[src/rtl/id_ex_if.sv]
// id_ex_if: ID/EX stage bus (ID fields, forwarding sources, EX outputs, hazard status).
interface id_ex_if #(parameter int W = 32, parameter int RA = 5, parameter int CNT_W = 16);
    logic          id_valid;
    logic [W-1:0]  id_rs_val, id_rt_val, id_imm;
    logic [RA-1:0] id_rs, id_rt, id_rd;
    logic [3:0]    id_alu_op;
    logic          id_alu_src, id_reg_dst, id_reg_write, id_mem_read, id_mem_write, id_mem_to_reg;
    logic          flush;
    logic          exmem_reg_write;
    logic [RA-1:0] exmem_rd;
    logic [W-1:0]  exmem_result;
    logic          memwb_reg_write;
    logic [RA-1:0] memwb_rd;
    logic [W-1:0]  memwb_data;
    logic [W-1:0]  alu_i0, alu_i1, ex_store_data;
    logic [3:0]    alu_op;
    logic          ex_valid;
    logic [RA-1:0] ex_dst;
    logic          ex_reg_write, ex_mem_read, ex_mem_write, ex_mem_to_reg;
    logic          hazard_stall;
    logic [CNT_W-1:0] stall_count;

    modport slave (
        input  id_valid, id_rs_val, id_rt_val, id_imm, id_rs, id_rt, id_rd, id_alu_op,
               id_alu_src, id_reg_dst, id_reg_write, id_mem_read, id_mem_write, id_mem_to_reg,
               flush, exmem_reg_write, exmem_rd, exmem_result, memwb_reg_write, memwb_rd, memwb_data,
        output alu_i0, alu_i1, ex_store_data, alu_op, ex_valid, ex_dst,
               ex_reg_write, ex_mem_read, ex_mem_write, ex_mem_to_reg, hazard_stall, stall_count
    );

    modport master (
        output id_valid, id_rs_val, id_rt_val, id_imm, id_rs, id_rt, id_rd, id_alu_op,
               id_alu_src, id_reg_dst, id_reg_write, id_mem_read, id_mem_write, id_mem_to_reg,
               flush, exmem_reg_write, exmem_rd, exmem_result, memwb_reg_write, memwb_rd, memwb_data,
        input  alu_i0, alu_i1, ex_store_data, alu_op, ex_valid, ex_dst,
               ex_reg_write, ex_mem_read, ex_mem_write, ex_mem_to_reg, hazard_stall, stall_count
    );
endinterface

[src/rtl/id_ex_stage.sv]
// id_ex_stage: ID/EX pipeline register with operand forwarding, load-use stall and flush.
// ID_EX_FWD_EN enables EX/MEM and MEM/WB forwarding; without it, RAW hazards stall instead.
module id_ex_stage #(
    parameter int W     = 32,
    parameter int RA    = 5,
    parameter int CNT_W = 16
) (
    input logic     clk,
    input logic     rst,
    id_ex_if.slave  io_bus
);
    logic [W-1:0]     r_rs_val, r_rt_val, r_imm;
    logic [RA-1:0]    r_rs, r_rt, r_dst;
    logic [3:0]       r_alu_op;
    logic             r_valid, r_alu_src, r_reg_write, r_mem_read, r_mem_write, r_mem_to_reg;
    logic [CNT_W-1:0] r_stall_count;
    logic [W-1:0]     w_a, w_b;
    logic             w_rt_used, w_load_use, w_stall, w_go;

    assign w_rt_used  = !io_bus.id_alu_src | io_bus.id_mem_write;
    assign w_load_use = io_bus.id_valid & r_valid & r_mem_read & (r_dst != '0) &
                        ((r_dst == io_bus.id_rs) | ((r_dst == io_bus.id_rt) & w_rt_used));

`ifdef ID_EX_FWD_EN
    assign w_a = (io_bus.exmem_reg_write && io_bus.exmem_rd != '0 && io_bus.exmem_rd == r_rs) ? io_bus.exmem_result :
                 (io_bus.memwb_reg_write && io_bus.memwb_rd != '0 && io_bus.memwb_rd == r_rs) ? io_bus.memwb_data :
                 r_rs_val;
    assign w_b = (io_bus.exmem_reg_write && io_bus.exmem_rd != '0 && io_bus.exmem_rd == r_rt) ? io_bus.exmem_result :
                 (io_bus.memwb_reg_write && io_bus.memwb_rd != '0 && io_bus.memwb_rd == r_rt) ? io_bus.memwb_data :
                 r_rt_val;
    assign w_stall = w_load_use;
`else
    logic w_rs_dep, w_rt_dep, w_unused;
    assign w_a = r_rs_val;
    assign w_b = r_rt_val;
    // MEM/WB needs no check: the register file writes before it reads
    assign w_rs_dep = (io_bus.id_rs != '0) &
                      ((r_valid & r_reg_write & (r_dst == io_bus.id_rs)) |
                       (io_bus.exmem_reg_write & (io_bus.exmem_rd == io_bus.id_rs)));
    assign w_rt_dep = (io_bus.id_rt != '0) & w_rt_used &
                      ((r_valid & r_reg_write & (r_dst == io_bus.id_rt)) |
                       (io_bus.exmem_reg_write & (io_bus.exmem_rd == io_bus.id_rt)));
    assign w_stall  = w_load_use | (io_bus.id_valid & (w_rs_dep | w_rt_dep));
    assign w_unused = ^{io_bus.exmem_result, io_bus.memwb_reg_write, io_bus.memwb_rd, io_bus.memwb_data};
`endif

    assign w_go = io_bus.id_valid & !io_bus.flush & !w_stall;

    always_ff @(posedge clk or posedge rst) begin
        if (rst) begin
            r_valid       <= 1'b0;
            r_reg_write   <= 1'b0;
            r_mem_read    <= 1'b0;
            r_mem_write   <= 1'b0;
            r_mem_to_reg  <= 1'b0;
            r_alu_src     <= 1'b0;
            r_alu_op      <= '0;
            r_rs_val      <= '0;
            r_rt_val      <= '0;
            r_imm         <= '0;
            r_rs          <= '0;
            r_rt          <= '0;
            r_dst         <= '0;
            r_stall_count <= '0;
        end else begin
            r_valid       <= w_go;
            r_reg_write   <= w_go & io_bus.id_reg_write;
            r_mem_read    <= w_go & io_bus.id_mem_read;
            r_mem_write   <= w_go & io_bus.id_mem_write;
            r_mem_to_reg  <= w_go & io_bus.id_mem_to_reg;
            r_alu_src     <= io_bus.id_alu_src;
            r_alu_op      <= io_bus.id_alu_op;
            r_rs_val      <= io_bus.id_rs_val;
            r_rt_val      <= io_bus.id_rt_val;
            r_imm         <= io_bus.id_imm;
            r_rs          <= io_bus.id_rs;
            r_rt          <= io_bus.id_rt;
            r_dst         <= io_bus.id_reg_dst ? io_bus.id_rd : io_bus.id_rt;
            if (w_stall && !io_bus.flush && !(&r_stall_count))
                r_stall_count <= r_stall_count + CNT_W'(1);
        end
    end

    assign io_bus.alu_i0        = w_a;
    assign io_bus.alu_i1        = r_alu_src ? r_imm : w_b;
    assign io_bus.ex_store_data = w_b;
    assign io_bus.alu_op        = r_alu_op;
    assign io_bus.ex_valid      = r_valid;
    assign io_bus.ex_dst        = r_dst;
    assign io_bus.ex_reg_write  = r_reg_write;
    assign io_bus.ex_mem_read   = r_mem_read;
    assign io_bus.ex_mem_write  = r_mem_write;
    assign io_bus.ex_mem_to_reg = r_mem_to_reg;
    assign io_bus.hazard_stall  = w_stall;
    assign io_bus.stall_count   = r_stall_count;
endmodule

[src/flat_wrapper.sv]
// flat-port wrapper written by rule: the top's interface ports become plain ports
module id_ex_stage_flat 
#(
    parameter int W     = 32,
    parameter int RA    = 5,
    parameter int CNT_W = 16
)
  (clk, rst, io_bus_id_valid, io_bus_id_rs_val, io_bus_id_rt_val, io_bus_id_imm, io_bus_id_rs, io_bus_id_rt, io_bus_id_rd, io_bus_id_alu_op, io_bus_id_alu_src, io_bus_id_reg_dst, io_bus_id_reg_write, io_bus_id_mem_read, io_bus_id_mem_write, io_bus_id_mem_to_reg, io_bus_flush, io_bus_exmem_reg_write, io_bus_exmem_rd, io_bus_exmem_result, io_bus_memwb_reg_write, io_bus_memwb_rd, io_bus_memwb_data, io_bus_alu_i0, io_bus_alu_i1, io_bus_ex_store_data, io_bus_alu_op, io_bus_ex_valid, io_bus_ex_dst, io_bus_ex_reg_write, io_bus_ex_mem_read, io_bus_ex_mem_write, io_bus_ex_mem_to_reg, io_bus_hazard_stall, io_bus_stall_count);
  id_ex_if #(.W(W), .RA(RA), .CNT_W(CNT_W)) io_bus_i ();
  input logic clk;
  input logic rst;
  input wire logic [$bits(io_bus_i.id_valid)-1:0] io_bus_id_valid;
  input wire logic [$bits(io_bus_i.id_rs_val)-1:0] io_bus_id_rs_val;
  input wire logic [$bits(io_bus_i.id_rt_val)-1:0] io_bus_id_rt_val;
  input wire logic [$bits(io_bus_i.id_imm)-1:0] io_bus_id_imm;
  input wire logic [$bits(io_bus_i.id_rs)-1:0] io_bus_id_rs;
  input wire logic [$bits(io_bus_i.id_rt)-1:0] io_bus_id_rt;
  input wire logic [$bits(io_bus_i.id_rd)-1:0] io_bus_id_rd;
  input wire logic [$bits(io_bus_i.id_alu_op)-1:0] io_bus_id_alu_op;
  input wire logic [$bits(io_bus_i.id_alu_src)-1:0] io_bus_id_alu_src;
  input wire logic [$bits(io_bus_i.id_reg_dst)-1:0] io_bus_id_reg_dst;
  input wire logic [$bits(io_bus_i.id_reg_write)-1:0] io_bus_id_reg_write;
  input wire logic [$bits(io_bus_i.id_mem_read)-1:0] io_bus_id_mem_read;
  input wire logic [$bits(io_bus_i.id_mem_write)-1:0] io_bus_id_mem_write;
  input wire logic [$bits(io_bus_i.id_mem_to_reg)-1:0] io_bus_id_mem_to_reg;
  input wire logic [$bits(io_bus_i.flush)-1:0] io_bus_flush;
  input wire logic [$bits(io_bus_i.exmem_reg_write)-1:0] io_bus_exmem_reg_write;
  input wire logic [$bits(io_bus_i.exmem_rd)-1:0] io_bus_exmem_rd;
  input wire logic [$bits(io_bus_i.exmem_result)-1:0] io_bus_exmem_result;
  input wire logic [$bits(io_bus_i.memwb_reg_write)-1:0] io_bus_memwb_reg_write;
  input wire logic [$bits(io_bus_i.memwb_rd)-1:0] io_bus_memwb_rd;
  input wire logic [$bits(io_bus_i.memwb_data)-1:0] io_bus_memwb_data;
  output wire logic [$bits(io_bus_i.alu_i0)-1:0] io_bus_alu_i0;
  output wire logic [$bits(io_bus_i.alu_i1)-1:0] io_bus_alu_i1;
  output wire logic [$bits(io_bus_i.ex_store_data)-1:0] io_bus_ex_store_data;
  output wire logic [$bits(io_bus_i.alu_op)-1:0] io_bus_alu_op;
  output wire logic [$bits(io_bus_i.ex_valid)-1:0] io_bus_ex_valid;
  output wire logic [$bits(io_bus_i.ex_dst)-1:0] io_bus_ex_dst;
  output wire logic [$bits(io_bus_i.ex_reg_write)-1:0] io_bus_ex_reg_write;
  output wire logic [$bits(io_bus_i.ex_mem_read)-1:0] io_bus_ex_mem_read;
  output wire logic [$bits(io_bus_i.ex_mem_write)-1:0] io_bus_ex_mem_write;
  output wire logic [$bits(io_bus_i.ex_mem_to_reg)-1:0] io_bus_ex_mem_to_reg;
  output wire logic [$bits(io_bus_i.hazard_stall)-1:0] io_bus_hazard_stall;
  output wire logic [$bits(io_bus_i.stall_count)-1:0] io_bus_stall_count;
  assign io_bus_i.id_valid = io_bus_id_valid;
  assign io_bus_i.id_rs_val = io_bus_id_rs_val;
  assign io_bus_i.id_rt_val = io_bus_id_rt_val;
  assign io_bus_i.id_imm = io_bus_id_imm;
  assign io_bus_i.id_rs = io_bus_id_rs;
  assign io_bus_i.id_rt = io_bus_id_rt;
  assign io_bus_i.id_rd = io_bus_id_rd;
  assign io_bus_i.id_alu_op = io_bus_id_alu_op;
  assign io_bus_i.id_alu_src = io_bus_id_alu_src;
  assign io_bus_i.id_reg_dst = io_bus_id_reg_dst;
  assign io_bus_i.id_reg_write = io_bus_id_reg_write;
  assign io_bus_i.id_mem_read = io_bus_id_mem_read;
  assign io_bus_i.id_mem_write = io_bus_id_mem_write;
  assign io_bus_i.id_mem_to_reg = io_bus_id_mem_to_reg;
  assign io_bus_i.flush = io_bus_flush;
  assign io_bus_i.exmem_reg_write = io_bus_exmem_reg_write;
  assign io_bus_i.exmem_rd = io_bus_exmem_rd;
  assign io_bus_i.exmem_result = io_bus_exmem_result;
  assign io_bus_i.memwb_reg_write = io_bus_memwb_reg_write;
  assign io_bus_i.memwb_rd = io_bus_memwb_rd;
  assign io_bus_i.memwb_data = io_bus_memwb_data;
  assign io_bus_alu_i0 = io_bus_i.alu_i0;
  assign io_bus_alu_i1 = io_bus_i.alu_i1;
  assign io_bus_ex_store_data = io_bus_i.ex_store_data;
  assign io_bus_alu_op = io_bus_i.alu_op;
  assign io_bus_ex_valid = io_bus_i.ex_valid;
  assign io_bus_ex_dst = io_bus_i.ex_dst;
  assign io_bus_ex_reg_write = io_bus_i.ex_reg_write;
  assign io_bus_ex_mem_read = io_bus_i.ex_mem_read;
  assign io_bus_ex_mem_write = io_bus_i.ex_mem_write;
  assign io_bus_ex_mem_to_reg = io_bus_i.ex_mem_to_reg;
  assign io_bus_hazard_stall = io_bus_i.hazard_stall;
  assign io_bus_stall_count = io_bus_i.stall_count;
  id_ex_stage #(.W(W), .RA(RA), .CNT_W(CNT_W)) u_core (.clk(clk), .rst(rst), .io_bus(io_bus_i));
endmodule
[config.mk]
export PLATFORM = sky130hd
export DESIGN_NAME = id_ex_stage_flat
export DESIGN_NICKNAME = d
export VERILOG_FILES = /design/src/rtl/id_ex_if.sv /design/src/rtl/id_ex_stage.sv /design/src/flat_wrapper.sv
export SDC_FILE = /design/constraint.sdc
export NUM_CORES = 1
export LEC_CHECK = 0
export BUFFER_PORTS_ARGS = -buffer_cell sky130_fd_sc_hd__buf_2
export CAP_MARGIN = 20
export CORE_AREA = 2 2 128 130
export CTS_BUF_LIST = sky130_fd_sc_hd__clkbuf_16
export CTS_CLUSTER_DIAMETER = 150
export DETAILED_ROUTE_END_ITERATION = 10
export DIE_AREA = 0 0 130 132
export PLACE_DENSITY = 0.63
export SETUP_SLACK_MARGIN = 0.2
export SLEW_MARGIN = 20
export SYNTH_ARGS = -nofsm -noshare
export SYNTH_HDL_FRONTEND = slang
export SYNTH_SLANG_ARGS = --single-unit
[constraint.sdc]
create_clock -name clk -period 5.35 [get_ports clk]
set_clock_uncertainty 0.15 [all_clocks]
set_input_delay 0.2675 -clock clk [delete_from_list [all_inputs] [get_ports clk]]
set_output_delay 0.2675 -clock clk [all_outputs]
set_load 0.01 [all_outputs]
Yosys cells after proc, flatten, opt, wreduce, memory -nomap -nowiden
Cells that the tools add are included.

Equality and inequality tests: 4. Add/subtract/negate cells: 1. Bitwise logic cells: 26. Reductions and logical operators: 10. Multiplexer cells: 2.

Operator list (number): $mux W32 (1); $and A1 B1 Y1 (20); $eq A5 B5 Y1 (4); $add A16 B1 Y16 const B (1); $reduce_and A16 Y1 (1); $reduce_bool A5 Y1 (3); $or A1 B1 Y1 (6); $mux W5 (1); $logic_not A1 Y1 (4); $logic_and A1 B1 Y1 (2).

Output and inout bits: 127. Logic and storage cells: 55. Register bits: 127.

Logic depth before layout (Yosys ltp)
Depth in word-level cells: 10. Mapped depth: 8. Mapped depth without buffers: 7.

Least setup slack after synthesis
No wires, ideal clock.

Path type: reg2reg. Start point: register u_core.r_dst[0] (netlist: u_core.io_bus.ex_dst[0]). End point: register u_core.r_stall_count[1] (netlist: u_core.io_bus.stall_count[1]). Stages on the path, launching flop included: 7. Slack: 3.134 ns. Arrival: 1.942 ns. Clock period less this slack: 2.216 ns. Path buffers: 1. Required time: 5.075 ns. Cells stage by stage: dfrtp_1 > or4_1 > o211ai_1 > o2bb2ai_2 > o21ai_2 > buf_6 > mux2_2.

Word-level cells in the longest chain between the ends: 9. Elaborated cells on any way between the ends: 18.

Ends and longest elaborated chain: start, declared (RTL line id_ex_stage.sv:13) `logic [RA-1:0] r_rs, r_rt, r_dst;`; start signal, assigned (RTL line id_ex_stage.sv:78) `r_dst <= io_bus.id_reg_dst ? io_bus.id_rd : io_bus.id_rt;`; $eq A5 B5 Y1 (on tied branches) (RTL line id_ex_stage.sv:22, id_ex_stage.sv:38, id_ex_stage.sv:41); $and A1 B1 Y1 (on tied branches) (RTL line id_ex_stage.sv:38, id_ex_stage.sv:41); $or A1 B1 Y1 (on tied branches) (RTL line id_ex_stage.sv:38, id_ex_stage.sv:41); $and A1 B1 Y1 (on tied branches) (RTL line id_ex_stage.sv:37, id_ex_stage.sv:40); $or A1 B1 Y1 (RTL line id_ex_stage.sv:43) `assign w_stall = w_load_use | (io_bus.id_valid & (w_rs_dep | w_rt_dep));`; $and A1 B1 Y1 (RTL line id_ex_stage.sv:43); $or A1 B1 Y1 * (RTL line id_ex_stage.sv:43); $logic_and A1 B1 Y1 * (2 in a row) (RTL line id_ex_stage.sv:79) `if (w_stall && !io_bus.flush && !(&r_stall_count))`; end signal, assigned (RTL line id_ex_stage.sv:80) `r_stall_count <= r_stall_count + CNT_W'(1);`; end, declared (RTL line id_ex_stage.sv:16) `logic [CNT_W-1:0] r_stall_count;`.

Mark *: on every way between the ends. The rest lies on a longest branch, timed or not. A chain may end at the register's enable or synchronous reset.

Worst setup path in the final report
Start point: register u_core.r_dst[3] (netlist: u_core.io_bus.ex_dst[3]). End point: output port io_bus_hazard_stall.

Word-level cells in the longest chain between the ends: 7. Elaborated cells on any way between the ends: 16.

Ends and longest elaborated chain: $eq A5 B5 Y1 (on tied branches) (RTL line id_ex_stage.sv:22, id_ex_stage.sv:38, id_ex_stage.sv:41); $and A1 B1 Y1 (on tied branches) (RTL line id_ex_stage.sv:38, id_ex_stage.sv:41); $or A1 B1 Y1 (on tied branches) (RTL line id_ex_stage.sv:38, id_ex_stage.sv:41); $and A1 B1 Y1 (on tied branches) (RTL line id_ex_stage.sv:37, id_ex_stage.sv:40); $or A1 B1 Y1 (RTL line id_ex_stage.sv:43); $and A1 B1 Y1 (RTL line id_ex_stage.sv:43); $or A1 B1 Y1 * (RTL line id_ex_stage.sv:43); end, declared (RTL line flat_wrapper.sv:43) `output wire logic [$bits(io_bus_i.hazard_stall)-1:0] io_bus_hazard_stall;`.

Marked as above.

==> flow_summary.json <==
{
  "path_class": "reg2out",
  "wl_um": 13200,
  "drt_iter0_drc": 133,
  "synthDistinctLibCells": 31,
  "htree_levels": 4,
  "antenna_found_initial": 0,
  "die_area_um2": 17200,
  "regArea_um2": 3180,
  "num_rows": 46,
  "firstDrtPassIters": 4,
  "dpl_cell_area_um2": 5930,
  "crit_slowest_cell": "dfrtp_1",
  "worst_pin_slew_ns": 0.771,
  "grt_start_max_net_pins": 63,
  "crit_top_cell": "nor2_1",
  "antenna_cells": 0,
  "crit_path_end_kind": "output port",
  "rsz0062_at_grt": "false",
  "outcome": "completed",
  "cts.clk_slew.worst_paths_ns": 0.05,
  "finalSetupViolCount": 0,
  "hold_viol": 0,
  "syn2layout_area_growth_pct": 74.0,
  "setup-tns-final_ns": 0,
  "seq_area_frac_synth_pct": 72.6,
  "stdcell_count": 886,
  "dpl.cell_count": 742,
  "drtAntennaViolNets": 0,
  "io_buffer_count": 257,
  "max-slew-margin-rel_pct": 48.6,
  "fin_crit_sh_pct": 49.9,
  "worstHoldPathType": "in2reg",
  "post_cts_buffers": 0,
  "drcViolationCount": 0,
  "leakage_nw": 3.76,
  "hpwlAfterDp_um": 8810,
  "cts_made_buffers": 17,
  "crit_arrival_ns": 2.25,
  "cts_sinks": 127,
  "nNetsFinal": 859,
  "die_h_um": 132,
  "fillers": 1372,
  "period_needed_ns": 2.67,
  "via_per_inst": 4.22,
  "yosysWarningCount": 0,
  "peakVddDrop_mv": 0.210,
  "grt_usage_pct": 15.5,
  "ys_ff_latch": 127,
  "die_w_um": 130,
  "syn_area_um2": 4380,
  "crit_fanout": 4,
  "final_layout_size_suffix_gt1_share_pct": 50.4,
  "clockRootBuffer": "clkbuf_16",
  "avgSynthCellArea_um2": 16.2,
  "via_count": 3740,
  "finish.instance_area_um2": 7620,
  "core_region_area_um2": 15700,
  "syn-num-nets": 473,
  "netlist_instances": 271,
  "cpPeakStageDelay_ns": 0.44,
  "slew_viol_final": 0,
  "io_pins": 328,
  "clkLatencyLatePin_ns": 0.40,
  "pwr_density_cell_nw_per_um2": 316,
  "gp_congestion": 0.827,
  "fmax_mhz": 375,
  "max-clock-path-buffers": 2,
  "grt_pass1_wl_um": 20600,
  "initial_core_util_pct": 27.9,
  "cp-start-kind": "flop",
  "grt-ovfl-total": 0,
  "cts_tree": "done",
  "cap_viol_max_count": 0,
  "wire_per_inst_um": 14.9,
  "crit_required_ns": 4.93,
  "grt_pass1_vias": 4163,
  "crit_chain": "xor2_1 > nor3_1 > nand4_1 > a21oi_1 > nor2_1 > nor2_1 > buf_2",
  "multiInputGateArea_um2": 1160
}
==> cells in the mapped netlist <==
| master | n | area, um2 |
|---|---|---|
| nor4_1 | 2 | 12.5 |
| nand3_1 | 6 | 30.0 |
| o2bb2ai_2 | 1 | 15.0 |
| nand3b_1 | 1 | 7.51 |
| clkbuf_1 | 1 | 3.75 |
| and2_1 | 4 | 25.0 |
| ha_1 | 1 | 12.5 |
| o211ai_1 | 1 | 7.51 |
| nor2b_1 | 1 | 6.26 |
| nor3_1 | 6 | 30.0 |
| a311oi_4 | 1 | 26.3 |
| xnor2_1 | 13 | 114 |
| nor2_1 | 9 | 33.8 |
| buf_6 | 1 | 11.3 |
| xor2_1 | 22 | 193 |
| nor4b_2 | 1 | 15.0 |
| and3_4 | 2 | 22.5 |
| mux2_2 | 38 | 428 |
| nor4_2 | 1 | 12.5 |
| o21ai_2 | 1 | 8.76 |
| inv_1 | 5 | 18.8 |
| o22ai_1 | 1 | 6.26 |
| and3_1 | 1 | 6.26 |
| dfrtp_1 | 127 | 3180 |
| nor3_2 | 5 | 50.1 |
| buf_1 | 3 | 11.3 |
| o2bb2a_1 | 1 | 10.0 |
| nand2_1 | 5 | 18.8 |
| nand4_1 | 6 | 37.5 |
| a21oi_1 | 2 | 10.0 |
| or4_1 | 2 | 15.0 |
==> cells in the final DEF (no fill, tap or decap), types with 4 or more instances in the layout <==
master	n
nor3_1	6
nand4_1	6
and2_1	4
clkbuf_16	17
mux2_2	38
dfrtp_1	127
nand2_1	5
nand3_1	6
buf_2	257
dlygate4sd3_1	112
xor2_1	22
nor3_2	5
inv_1	7
nor2_1	9
xnor2_1	13
==> per-stage QoR <==
step	worst slack, ns	power [W]	hold slack [ns]	util, %
after global routing	2.48	0.00251	0.00929	48.5
after CTS	2.70	0.00244	0.00109	48.4
after floorplan	1.55	0.00115	0.149	-
final	2.68	0.00241	0.0321	48.5
after detailed placement	2.75	0.00128	0.00851	37.8
after global placement	2.82	0.00128	0.00921	37.8
==> cell type report <==
cell class | count | area share, %
tap | 216 | 3.55
sequential | 127 | 41.7
timing repair buffer | 372 | 31.9
multi-input combinational | 134 | 15.2
clock buffer | 17 | 5.59
inverter | 5 | 0.279
clock inverter | 15 | 1.72
==> kinds of logic after synthesis <==
logic type,synth area share (%)
buf+inv,1.03
xor+xnor,7.00
fa+ha+maj,0.286
compound gates,1.92
mux,9.78
simple gates,7.38
flops,72.6
==> what timing repair did <==
item                      CTS  global route
hold buffers              111             1
gates resized for setup     0             0
hold endpoints to repair  117             1
==> report_power, final <==
part           leakage, nW  total [W]  internal [W]  switching [W]
clock network        0.283    0.00107      0.000673       0.000399
logic                 1.96   0.000294      0.000163       0.000131
registers             1.52    0.00104       0.00101      0.0000288
==> per-layer routing <==
metal / share of wire (%) / vias to the layer above / wire, um / track usage, %
met5: 0 / - / 0 / 0
met4: 1.2 / 0 / 154 / 4.36
met3: 9.3 / 16 / 1240 / 6.49
met2: 51 / 207 / 6720 / 27.3
met1: 39 / 1815 / 5140 / 16.8
li1: - / 1702 / - / -
==> critical path, delay by kind of cell, from the launching register on <==
family / cells / cell delay, ns
XOR/XNOR: 1 / 0.19
AND/OR/NAND/NOR: 4 / 0.69
buffers and inverters: 1 / 0.15
flip-flops: 1 / 0.44
AO/OA/AOI/OAI: 1 / 0.39
==> path summary, 6_finish.rpt <==
kind | from | to | slack [ns] | cells after the start
max | u_core.io_bus.ex_dst[3] | io_bus_hazard_stall | 2.68 | 7
min | io_bus_id_rt[2] | u_core.io_bus.ex_dst[2] | 0.03 | 2
max reg2reg | u_core.io_bus.ex_dst[0] | u_core.io_bus.stall_count[1] | 2.79 | 5
min reg2reg | u_core.io_bus.stall_count[8] | u_core.io_bus.stall_count[8] | 0.35 | 1
max in group asynchronous | rst | u_core.r_imm[5] | 3.95 | 4
min in group asynchronous | rst | u_core.io_bus.alu_i0[13] | 0.13 | 3
No activity file was read; power rests on OpenSTA's default activity.
